**src/rtl/mux_sel_scanner.sv**
```systemverilog
// Select generator for the 4-to-1 mux: dwells on each enabled channel for a
// programmable number of cycles, then advances to the next enabled channel.
module mux_sel_scanner #(
    parameter int DWELL_W = 10,
    parameter int CH_W    = 2
) (
    input  logic               clk,
    input  logic               rst,
    input  logic               en,
    input  logic               hold,
    input  logic               load,
    input  logic [CH_W-1:0]    load_sel,
    input  logic [3:0]         mask,
    input  logic [DWELL_W-1:0] dwell,
    output logic [CH_W-1:0]    sel,
    output logic               sel_valid,
    output logic               step,
    output logic               wrap
);

    // state | meaning
    // IDLE  | not scanning, sel_valid low, waiting for en with a non-empty mask
    // SCAN  | dwell counter running on the current channel
    // HOLD  | select and dwell count frozen while hold is high
    typedef enum logic [1:0] {
        IDLE = 2'd0,
        SCAN = 2'd1,
        HOLD = 2'd2
    } state_t;

    localparam int NCH = 1 << CH_W;

    state_t             state_q, state_d;
    logic [CH_W-1:0]    sel_q, sel_d;
    logic               valid_q, valid_d;
    logic               step_q, step_d;
    logic               wrap_q, wrap_d;
    logic [DWELL_W-1:0] cnt_q, cnt_d;
    logic [DWELL_W-1:0] dwl_q, dwl_d;
    logic [CH_W-1:0]    nxt_ch;

    function automatic logic [CH_W-1:0] lowest_ch(input logic [NCH-1:0] m);
        logic [CH_W-1:0] r;
        r = '0;
        for (int i = NCH - 1; i >= 0; i--) begin
            if (m[i]) r = CH_W'(i);
        end
        return r;
    endfunction

    // Search strictly above cur first; k == NCH lands back on cur itself.
    function automatic logic [CH_W-1:0] next_ch(input logic [CH_W-1:0] cur,
                                                input logic [NCH-1:0]  m);
        logic [CH_W-1:0] r;
        logic [CH_W-1:0] idx;
        logic            found;
        r     = cur;
        found = 1'b0;
        for (int k = 1; k <= NCH; k++) begin
            idx = cur + CH_W'(k);
            if (!found && m[idx]) begin
                r     = idx;
                found = 1'b1;
            end
        end
        return r;
    endfunction

    function automatic logic [DWELL_W-1:0] latch_dwell(input logic [DWELL_W-1:0] d);
        return (d == '0) ? DWELL_W'(1) : d;
    endfunction

    assign nxt_ch = next_ch(sel_q, mask);

    always_comb begin
        state_d = state_q;
        sel_d   = sel_q;
        valid_d = valid_q;
        step_d  = 1'b0;
        wrap_d  = 1'b0;
        cnt_d   = cnt_q;
        dwl_d   = dwl_q;
        case (state_q)
            IDLE: begin
                valid_d = 1'b0;
                cnt_d   = '0;
                if (en && (mask != '0)) begin
                    state_d = SCAN;
                    sel_d   = lowest_ch(mask);
                    valid_d = 1'b1;
                    dwl_d   = latch_dwell(dwell);
                end
            end
            SCAN, HOLD: begin
                valid_d = 1'b1;
                if (!en) begin
                    state_d = IDLE;
                    valid_d = 1'b0;
                    cnt_d   = '0;
                end else if (load) begin
                    sel_d = load_sel;
                    cnt_d = '0;
                end else if (hold) begin
                    state_d = HOLD;
                end else begin
                    state_d = SCAN;
                    if (cnt_q == dwl_q - DWELL_W'(1)) begin
                        cnt_d = '0;
                        if (mask == '0) begin
                            state_d = IDLE;
                            valid_d = 1'b0;
                        end else begin
                            sel_d  = nxt_ch;
                            step_d = 1'b1;
                            wrap_d = (nxt_ch <= sel_q);
                            dwl_d  = latch_dwell(dwell);
                        end
                    end else begin
                        cnt_d = cnt_q + DWELL_W'(1);
                    end
                end
            end
            default: begin
                state_d = IDLE;
                valid_d = 1'b0;
                cnt_d   = '0;
            end
        endcase
    end

    always_ff @(posedge clk) begin
        if (rst) begin
            state_q <= IDLE;
            sel_q   <= '0;
            valid_q <= 1'b0;
            step_q  <= 1'b0;
            wrap_q  <= 1'b0;
            cnt_q   <= '0;
            dwl_q   <= DWELL_W'(1);
        end else begin
            state_q <= state_d;
            sel_q   <= sel_d;
            valid_q <= valid_d;
            step_q  <= step_d;
            wrap_q  <= wrap_d;
            cnt_q   <= cnt_d;
            dwl_q   <= dwl_d;
        end
    end

    assign sel       = sel_q;
    assign sel_valid = valid_q;
    assign step      = step_q;
    assign wrap      = wrap_q;

endmodule

```
**config.mk**
```make
export PLATFORM = sky130hd
export DESIGN_NAME = mux_sel_scanner
export DESIGN_NICKNAME = d
export VERILOG_FILES = /design/src/rtl/mux_sel_scanner.sv
export SDC_FILE = /design/constraint.sdc
export NUM_CORES = 1
export LEC_CHECK = 0
export BUFFER_PORTS_ARGS = -buffer_cell sky130_fd_sc_hd__clkbuf_2
export CORE_ASPECT_RATIO = 0.7
export CORE_MARGIN = 2
export CORE_UTILIZATION = 30
export DETAILED_ROUTE_END_ITERATION = 10
export SYNTH_ARGS = -nofsm -noshare
export SYNTH_HDL_FRONTEND = slang
export SYNTH_SLANG_ARGS = --single-unit
```
**constraint.sdc**
```tcl
create_clock -name clk -period 5.35 [get_ports clk]
set_input_delay 0.535 -clock clk [delete_from_list [all_inputs] [get_ports clk]]
set_output_delay 0.535 -clock clk [all_outputs]
set_load 0.005 [all_outputs]
```
==> impl_metrics.json <==
{
  "nets": 284,
  "rsz0062_at_grt": "false",
  "maxSlewViolCount": 0,
  "multi_input_area_um2": 1190,
  "fill_cells": 622,
  "synth_ff_type": "dfxtp_1",
  "wl_um": 4390,
  "synthDistinctLibCells": 49,
  "crit_path_start": "dwl_q[0]",
  "clk_pin_slew_ns": 0.10,
  "ir_drop_v": 0.0000990,
  "wl_met2_um": 1620,
  "cts_buffers": 3,
  "cts.sinks": 27,
  "holdBufCountCts": 0,
  "antennaDiodeCount": 0,
  "power_mw": 0.555,
  "final_cell_mix": "nand2_1 (32), dfxtp_1 (27), clkbuf_2 (25), nor2_1 (20), nor3_1 (14)",
  "synth_area_leader_cell": "dfxtp_1",
  "r2r_cells": 9,
  "first_pass_iters": 4,
  "io_pins": 26,
  "antenna_found_initial": 0,
  "ctsLongestPathBuffers": 2,
  "r2r-start": "dwl_q[0]",
  "netlist_top_cells_area": "dfxtp_1 (29%), mux2i_1 (6.5%), nand2_1 (6.5%)",
  "status": "finished clean",
  "leakagePower_nw": 0.807,
  "core_region_area_um2": 5840,
  "die_w_um": 97.7,
  "worstSkewPairLatency_ns": 0.28,
  "drt_iter0_drc": 110,
  "setup_violations": 0,
  "route.met3.wl_um": 258,
  "route.detailed.drc": 0,
  "met1Wirelength_um": 2450,
  "crit_arrival_ns": 3.02,
  "worst_slew_pin_slew_ns": 1.12,
  "port_buffers": 25,
  "clock_skew_ns": 0.00632,
  "areaGrowthSynthToFinish_pct": 11.7,
  "end_kind": "flop",
  "reg2reg_slack_ns": 2.55,
  "netlist_instances": 239,
  "netlist_area_um2": 1840,
  "initial_core_util_pct": 31.5,
  "layout-drive-gt1-share_pct": 14.1,
  "cp-start-kind": "flop",
  "min_period_over_period_pct": 52.4,
  "highest_layer": "met4",
  "dieHeight_um": 69.6,
  "max_slew_margin_pct": 24.8,
  "grt_start_max_net_pins": 20,
  "maxCapViolations": 0,
  "syn_nets": 266,
  "die-area_um2": 6800,
  "cts_tree": "yes",
  "placed_cells": 327,
  "path_class": "reg -> reg",
  "gp_congestion": 0.877,
  "track_usage_pct": 13.1,
  "required_ns": 5.57,
  "root_buffer": "clkbuf_8",
  "overflow": 0,
  "grt_pass1_vias": 1524,
  "wl_per_cell_um": 13.2,
  "hold_class": "in -> reg",
  "synth-seq-area-share_pct": 29.3,
  "post-route-util_pct": 35.2,
  "vias_per_cell": 5.27,
  "power_density_nw_per_um2": 270,
  "ys_ff_latch": 27,
  "dp_hpwl_um": 3400,
  "synth_edf_count": 0,
  "synth_area_per_cell_um2": 7.71,
  "num_rows": 23,
  "fin_crit_ns": 2.80,
  "finalHoldViolations": 0,
  "final_common_cell": "nand2_1",
  "yosysWarnings": 0,
  "num_vias": 1744,
  "synth_top_area_share_pct": 29.3,
  "antenna_left": 0,
  "max_freq_mhz": 357,
  "synthArstFlopShare_pct": 0,
  "worst-path-max-fanout": 10,
  "post_cts_resized": 0,
  "finalSetupTns_ns": 0,
  "reg2reg_to": "cnt_q[4]",
  "seq_area_um2": 541,
  "post_cts_buffers": 0,
  "crit_end": "cnt_q[4]",
  "grt_pass1_wl_um": 7330,
  "htree_num_levels": 1,
  "fin_cells": 331
}
==> area by class of cell <==
type / count / share of cell area, %
Clock buffer: 4 / 2.19
Sequential cell: 27 / 26.3
Timing Repair Buffer: 26 / 6.44
Tap cell: 75 / 4.56
Multi-Input combinational cell: 185 / 58.0
Inverter: 14 / 2.55
==> power by group <==
group | internal, mW | switching, mW | total [mW]
sequential | 0.217 | 0.0243 | 0.241
combinational | 0.0843 | 0.109 | 0.193
clock | 0.0535 | 0.0671 | 0.121
==> through the flow <==
stage / setup WS, ns / area, um^2 / hold slack (ns)
floorplan: 2.76 / 1840 / 0.451
global placement: 2.66 / 2010 / 0.481
detailed placement: 2.58 / 2010 / 0.486
CTS: 2.57 / 2060 / 0.483
global route: 2.18 / 2060 / 0.483
finish: 2.55 / 2060 / 0.486
==> cells by family (layout without fill, tap and decap cells) <==
logic type	Yosys count	after routing	synth area share (%)
AOI/OAI and AO/OA	46	46	17.7
xor gates and xnor gates	16	16	7.60
adders and majority gates	6	6	4.07
buffers and inverters	27	44	5.91
DFF	27	27	29.3
muxes	13	13	7.13
and+or+nand+nor	104	104	28.3
==> flip-flops by register name (all words and copies together), names as in the netlist <==
name / count
cnt_q: 10
dwl_q: 10
sel: 2
state_q: 2
sel_valid: 1
step: 1
wrap: 1
==> critical path: stages, from the launching register on <==
cell and delay (ns):
dfxtp_1 0.38, inv_1 0.08, ha_1 0.33, nor4b_1 0.52
a211oi_1 0.12, o32ai_1 0.29, o21ai_0 0.20, and2_4 0.22
or4_1 0.46, a31oi_1 0.16
==> synthesized netlist by cell type (3+ instances only) <==
cell      number
ha_1           6
nor2b_1        4
or4_1          3
or3_1          3
xnor2_1        9
and3_1         6
nand2_1       32
xor2_1         7
nor2_1        20
inv_1         13
a211oi_1       3
nand3_1        8
mux2i_1       12
nor3_1        14
clkbuf_1      11
dfxtp_1       27
a31oi_1        5
a21oi_1        9
o21ai_0        8
==> worst min path at each step <==
stage / endpoint / startpoint / slack [ns] / cells after the start
floorplan: dwl_q[9] / dwl_q[9] / 0.45 / 2
global placement: dwl_q[9] / dwl_q[9] / 0.48 / 2
detailed placement: dwl_q[9] / dwl_q[9] / 0.49 / 2
CTS: dwl_q[5] / dwell[5] / 0.48 / 3
global route: dwl_q[2] / dwell[2] / 0.48 / 3
finish: dwl_q[2] / dwell[2] / 0.49 / 3
==> metal layers <==
metal | GRT usage (%) | vias up
met5 | 0 | -
li1 | - | 890
met3 | 3.33 | 6
met1 | 21.2 | 795
met2 | 16.5 | 53
met4 | 3.70 | 0
No activity file was read; power rests on OpenSTA's default activity.
